File: src/rtl/dmem_arbiter.sv
// dmem_arbiter: round-robin arbiter granting a CPU or debug requester single accesses to DMEM,
// with alignment/range checking and CPU load extension.
module dmem_arbiter #(
  parameter int ADDR_W = 9
) (
  input  logic              clk,
  input  logic              rst,
  input  logic              cpu_req,
  input  logic              cpu_we,
  input  logic [2:0]        cpu_op,
  input  logic [31:0]       cpu_addr,
  input  logic [31:0]       cpu_wdata,
  output logic              cpu_done,
  output logic              cpu_err,
  output logic [31:0]       cpu_rdata,
  input  logic              dbg_req,
  input  logic              dbg_we,
  input  logic [31:0]       dbg_addr,
  input  logic [31:0]       dbg_wdata,
  output logic              dbg_done,
  output logic              dbg_err,
  output logic [31:0]       dbg_rdata,
  output logic              dm_cs,
  output logic              dm_r,
  output logic              dm_w,
  output logic [1:0]        dm_sel,
  output logic [ADDR_W-1:0] dm_addr,
  output logic [31:0]       dm_wdata,
  input  logic [31:0]       dm_rdata
);
  typedef enum logic [1:0] {IDLE, ACCESS, DONE} state_t;
  state_t state, state_nx;
  logic last_grant, who, we, win, w_bad, any_req;
  logic [2:0] op, w_op;
  logic [ADDR_W-1:0] addr;
  logic [31:0] wdata, w_addr, ext;
  always_comb begin
    any_req = cpu_req | dbg_req;
    win = (cpu_req && dbg_req) ? ~last_grant : dbg_req;
    w_op = win ? 3'b100 : cpu_op;
    w_addr = win ? dbg_addr : cpu_addr;
    w_bad = (w_op > 3'd4) || (w_op[2:1] == 2'b01 && w_addr[0]) || (w_op[2] && |w_addr[1:0])
            || |(w_addr >> ADDR_W);
    ext = op == 3'b000 ? {{24{dm_rdata[7]}}, dm_rdata[7:0]} :
          op == 3'b001 ? {24'h0, dm_rdata[7:0]} :
          op == 3'b010 ? {{16{dm_rdata[15]}}, dm_rdata[15:0]} :
          op == 3'b011 ? {16'h0, dm_rdata[15:0]} : dm_rdata;
    state_nx = state == IDLE ? (any_req ? (w_bad ? DONE : ACCESS) : IDLE) :
               state == ACCESS ? DONE : IDLE;
  end
  assign dm_cs    = state == ACCESS;
  assign dm_r     = dm_cs & ~we;
  assign dm_w     = dm_cs & we;
  assign dm_sel   = {op[2], op[2] | op[1]};
  assign dm_addr  = addr;
  assign dm_wdata = wdata;
  assign cpu_done = state == DONE && !who;
  assign dbg_done = state == DONE && who;
  always_ff @(posedge clk or posedge rst) begin
    if (rst) begin
      state <= IDLE;
      last_grant <= 1'b1;
      who <= 1'b0;
      we <= 1'b0;
      op <= 3'b000;
      addr <= '0;
      wdata <= '0;
      cpu_rdata <= '0;
      cpu_err <= 1'b0;
      dbg_rdata <= '0;
      dbg_err <= 1'b0;
    end else begin
      state <= state_nx;
      if (state == IDLE && any_req) begin
        last_grant <= win;
        who <= win;
        we <= win ? dbg_we : cpu_we;
        op <= w_op;
        addr <= w_addr[ADDR_W-1:0];
        wdata <= win ? dbg_wdata : cpu_wdata;
        // illegal requests skip ACCESS, so their result is fixed here
        if (w_bad && win) begin
          dbg_rdata <= '0;
          dbg_err <= 1'b1;
        end else if (w_bad) begin
          cpu_rdata <= '0;
          cpu_err <= 1'b1;
        end
      end
      if (state == ACCESS && who) begin
        dbg_rdata <= we ? 32'h0 : ext;
        dbg_err <= 1'b0;
      end else if (state == ACCESS) begin
        cpu_rdata <= we ? 32'h0 : ext;
        cpu_err <= 1'b0;
      end
    end
  end
endmodule

File: config.mk
export PLATFORM = sky130hd
export DESIGN_NAME = dmem_arbiter
export DESIGN_NICKNAME = d
export VERILOG_FILES = /design/src/rtl/dmem_arbiter.sv
export SDC_FILE = /design/constraint.sdc
export NUM_CORES = 1
export LEC_CHECK = 0
export ABC_AREA = 1
export CORE_MARGIN = 5
export CORE_UTILIZATION = 35
export CTS_CLUSTER_SIZE = 28
export DETAILED_ROUTE_END_ITERATION = 6
export HOLD_SLACK_MARGIN = 0.05
export PLACE_DENSITY_LB_ADDON = 0.15
export SYNTH_ARGS = -nofsm -noshare
export SYNTH_HDL_FRONTEND = slang
export SYNTH_SLANG_ARGS = --single-unit
export TNS_END_PERCENT = 10
File: constraint.sdc
create_clock -name clk -period 4.3 [get_ports clk]
set_input_delay 1.075 -clock clk [delete_from_list [all_inputs] [get_ports clk]]
set_output_delay 1.075 -clock clk [all_outputs]
set_load 0.02 [all_outputs]
======== Yosys cells after proc, flatten, opt, wreduce, memory -nomap -nowiden ========
Index checks and enable logic that the tools add are counted.
word-level totals
  register bits ........................... 115
  bits of input ports ..................... 169
  output and inout port bits .............. 114
  word-level logic and storage cells ...... 73
operators by class
  $lt $le $gt $ge ......................... 1
  equal/unequal tests ..................... 6
  multiplexer cells ....................... 30
  bitwise logic cells ..................... 6
  reduce and logical (&&, ||, !) cells .... 19
operator list
  cell                                                 count
  2-to-1 mux 32 bit                                    15
  OR reduction 23 bit                                  1
  2-to-1 mux 1 bit                                     10
  logical AND 1 bit                                    8
  2-to-1 mux 2 bit                                     4
  equality test 3 x 2 -> 1 bit, second input constant  2
  equality test 2 x 1 -> 1 bit, second input constant  2
  nonzero test 2 bit                                   2
  equality test 3 x 1 -> 1 bit, second input constant  1
  > comparator 3 bit, second input constant            1
  logical NOT 3 bit                                    1
  logical OR 1 bit                                     3
  2-to-1 mux 3 bit                                     1
  AND 1 bit                                            2
  equality test 2 bit, second input constant           1
  logical NOT 2 bit                                    1
  NOT 1 bit                                            2
  OR 1 bit                                             2
  AND reduction 2 bit                                  1
  OR reduction 2 bit                                   1
  logical NOT 1 bit                                    1

======== Longest topological paths before layout ========
  word-level depth ........................ 13
  depth in mapped cells ................... 12
  depth with buffers taken out ............ 11

======== Worst setup path after synthesis ========
Ideal clock, no wire load.
  path type ............................... input port to flip-flop
  from .................................... in cpu_req
  to ...................................... reg cpu_rdata[22]
  setup time .............................. 116 ps
  arrival time ............................ 2029 ps
  required time ........................... 4184 ps
  path slack .............................. 2155 ps
  stages .................................. 11
  buffers on the path ..................... 2
  path through ............................ nand2_1 -> nand2_2 -> buf_6 -> o21ai_1 -> nand3_1 -> nand2_1 -> nand2_2 -> nand3_4 -> buf_4 -> nand2_1 -> nand2_1
between the ends
  longest elaborated chain between the ends .. 13
  elaborated cells on any way between the ends .. 21
  those cells by class .................... order compare (1); eq/ne (1); mux (8); bitwise (1); reduce/logical (10)
RTL lines
  item                                                                         RTL line  text
  start: declaration                                                           8         input logic cpu_req,
  parallel branches: the longest is 10 deep, another holds > comparator 3 bit  n/a
  2-to-1 mux 32 bit *                                                          74        if (state == IDLE && any_req) begin
  2-to-1 mux 32 bit                                                            93        end else if (state == ACCESS) begin
  2-to-1 mux 32 bit *                                                          90        if (state == ACCESS && who) begin
  end signal: assignment                                                       94        cpu_rdata <= we ? 32'h0 : ext;
  end: declaration                                                             15        output logic [31:0] cpu_rdata,
Mark *: on every way between the ends.
A chain may end at the register's enable or synchronous reset.

======== Worst setup path after layout ========
  from .................................... in cpu_req
  to ...................................... reg cpu_rdata[8]
Same word-level chain as after synthesis.

==> tab_implementation.tex <==
\begin{tabular}{lr}
\hline
Metric & Value \\
\hline
\multicolumn{2}{l}{\textbf{STA}} \\
Final setup violation count & 0 \\
Unrepaired setup endpoints after global routing & no \\
Number of pins exceeding their max-slew limit in the final report & 0 \\
Tightest Pin Transition & 1.13 ns \\
Min cycle time layout & 2.96 ns \\
Total negative slack for setup checks & 0 ns \\
Post-route clock period utilization & 68.9\% \\
Worst hold margin & 0.481 ns \\
Top achievable clock speed & 338 MHz \\
PnR worst setup slack & 1.34 ns \\
Final count of hold timing violations & 0 \\
Tightest slew margin relative to the limit & 24.3\% \\
Largest clock skew in the final design & 0.00727 ns \\
\multicolumn{2}{l}{\textbf{Placed design}} \\
IO Port Bufs & 282 \\
Detailed Place HPWL & 14.4 mm \\
Final Wtd Congestion & 0.799 \\
Post-Place Cell Area & 8750 µm² \\
Pre-CTS worst setup slack & 0.884 ns \\
\multicolumn{2}{l}{\textbf{Final layout}} \\
Highest-count cells in the layout ignoring fill and taps & clkdlybuf4s50\_1 (282), nand2\_1 (253), dfrtp\_1 (114), nor2\_1 (86), o21ai\_0 (78) \\
Area overhead of the layout relative to synthesis & 59.6\% \\
Fraction of final layout cells with drive strength greater than 1 & 7.03\% \\
Summed area of non-filler cells in the final layout & 9260 µm² \\
\# nets final & 1209 \\
Leading cell type in the layout, fill and taps excluded & clkdlybuf4s50\_1 \\
Ant. Diodes & 0 \\
\multicolumn{2}{l}{\textbf{Route}} \\
Vias after detailed routing & 5829 \\
Wirelength per Cell & 15.8 µm \\
Avg Vias per Cell & 4.58 \\
Antenna Violating Nets Remaining & 0 \\
Wirelength, routed & 20.1 mm \\
DRC violation count after routing & 0 \\
Detailed-router iteration count before antenna repair & 4 \\
Initial detailed-routing violation count & 260 \\
\multicolumn{2}{l}{\textbf{Yosys}} \\
Post-synthesis register bit count & 115 \\
Most area-consuming cells after synthesis & dfrtp\_1 (49\%), nand2\_1 (16\%), o21ai\_0 (6.7\%), nor2\_1 (5.6\%), inv\_1 (4.5\%) \\
Portion of synthesized cell area occupied by the leading cell type & 49.1\% \\
Synthesized Nets & 946 \\
Cells after synthesis & 777 \\
Library cell occupying the most area in the post-synthesis netlist & dfrtp\_1 \\
Sequential cell area fraction in the yosys report & 49.6\% \\
Mean cell area of the mapped netlist & 7.47 µm² \\
Post-synth design cell area & 5800 µm² \\
Number of unique standard cell types used by synthesis & 28 \\
Count of yosys warnings during synthesis & 0 \\
\multicolumn{2}{l}{\textbf{Global route}} \\
First-pass GRT wire length & 31.8 mm \\
Via count of the first global-routing pass & 5746 \\
Antenna violations before repair & 0 \\
Overall global routing resource usage & 20.5\% \\
Largest net degree at the start of global routing & 61 \\
Global-route congestion overflow total & 0 \\
\multicolumn{2}{l}{\textbf{Setup path}} \\
Critical path peak fanout & 33 \\
Critical path launch point type & input port \\
Arrival time of the worst setup path & 3.25 ns \\
R2R depth & 8 \\
Internal reg-to-reg setup slack & 1.92 ns \\
Endpoint type of the worst setup path & flip-flop \\
Req. time, crit path & 4.59 ns \\
Origin of the critical flop-to-flop path & op[2] \\
Kind of critical path & input port to flip-flop \\
Worst setup path start & cpu\_req \\
Reg-to-reg endpoint & cpu\_rdata[30] \\
\multicolumn{2}{l}{\textbf{Power}} \\
Total power draw & 0.00339 W \\
Leak pwr & 4.52 nW \\
Worst vdd rail ir drop & 0.000275 V \\
Power density over the cells & 366 nW/µm² \\
\multicolumn{2}{l}{\textbf{Clocking}} \\
Cell chosen for the clock root & clkbuf\_16 \\
Clock Sink Count & 115 \\
CTS hold repair buffers & 0 \\
\# resized after CTS & 0 \\
Worst-case clock buffer depth & 2 \\
CTS tree & done \\
Clock-pin slew of the registers on the worst-case setup and hold paths & 0.05 ns \\
Setup fix buffers added after clock tree synthesis & 0 \\
Skew-Pair Late Insertion Delay & 0.40 ns \\
Number of H-tree levels & 4 \\
Cts bufs inserted & 17 \\
\multicolumn{2}{l}{\textbf{Floorplanning}} \\
Horizontal die dimension & 139 µm \\
Number of top-level pins & 283 \\
Starting Density & 35.4\% \\
Die boundary height & 139 µm \\
Core Area & 16400 µm² \\
Site row count & 47 \\
Die footprint & 19300 µm² \\
\multicolumn{2}{l}{\textbf{Run status}} \\
Result of the run & completed \\
\multicolumn{2}{l}{\textbf{Min path}} \\
Launch point of the worst hold path & dm\_addr[3] \\
Number of stages on the worst hold path & 2 \\
Hold path endpoint & dm\_addr[3] \\
Worst hold path class & flip-flop to flip-flop \\
\multicolumn{2}{l}{\textbf{Flow run}} \\
Max Cap Viol & 0 \\
\hline
\end{tabular}
[worst max-delay path: stages]
cell and delay (ns):
clkdlybuf4s50_1 0.52, nand2_1 0.08, nand2_2 0.41, o21ai_0 0.18, nand3_1 0.11, nand2_1 0.06, nand2_2 0.14, nand3_4 0.36
nand2_1 0.19, nand2_1 0.07
[logic make-up after synthesis]
logic type      synth area share, %
flops                          49.6
simple gates                   31.0
compound gates                 10.5
buf+inv                        8.86
[stage by stage]
step                      util (%)  cells
final                         56.4   1272
after global routing          56.4   1272
after CTS                     56.4   1272
after detailed placement      53.3   1241
after global placement        53.3   1241
after floorplan                  -    777
[Yosys cell counts]
| master | instances |
|---|---|
| nor2_2 | 9 |
| buf_4 | 5 |
| and2_1 | 2 |
| nand2_4 | 1 |
| nand2_1 | 253 |
| nor2_1 | 87 |
| nor3_1 | 4 |
| inv_4 | 1 |
| o21ai_1 | 11 |
| a21oi_2 | 2 |
| dfstp_2 | 1 |
| nor2_4 | 3 |
| and2_0 | 1 |
| buf_1 | 4 |
| nor3_2 | 1 |
| or2_2 | 16 |
| inv_1 | 70 |
| buf_2 | 13 |
| nand3_4 | 1 |
| a31oi_1 | 16 |
| clkbuf_1 | 19 |
| o21ai_0 | 78 |
| dfrtp_1 | 114 |
| buf_6 | 5 |
| nand2_2 | 2 |
| a21oi_1 | 8 |
| o22ai_1 | 1 |
| nand3_1 | 49 |
[layout make-up]
cell class,instances,area (µm²)
Clock buffer,25,485
Clock inverter,6,30.0
Fill cell,1542,7150
Inverter,71,272
Multi-Input combinational cell,545,2420
Sequential cell,115,2880
Tap cell,220,275
Timing Repair Buffer,290,2900
[where the power goes]
part | leakage [nW] | internal [W] | switching [W] | total [W]
clock | 0.260 | 0.000771 | 0.000460 | 0.00123
sequential | 1.50 | 0.00118 | 0.0000600 | 0.00124
combinational | 2.76 | 0.000416 | 0.000504 | 0.000920
[metal layers]
metal  GRT usage (%)  vias to the layer above  wire, µm
met5               0                        -         0
met3            7.90                       15      1790
li1                -                     2953         -
met1            25.3                     2643      8340
met2            34.0                      218      9780
met4            5.36                        0       216
[registers in the layout (all words and copies together), names as in the netlist]
signal and flops:
cpu_rdata 32, dbg_rdata 32, dm_wdata 32, dm_addr 9, op 3, state 2
cpu_err 1, dbg_err 1, last_grant 1, we 1, who 1
[worst max-delay path by stage]
stage	to
6_report	cpu_rdata[8]
5_1_grt	cpu_rdata[7]
3_3_place_gp	cpu_rdata[1]
4_1_cts	cpu_rdata[7]
3_5_place_dp	cpu_rdata[10]
2_1_floorplan	cpu_err
No activity file was read; power rests on OpenSTA's default activity.
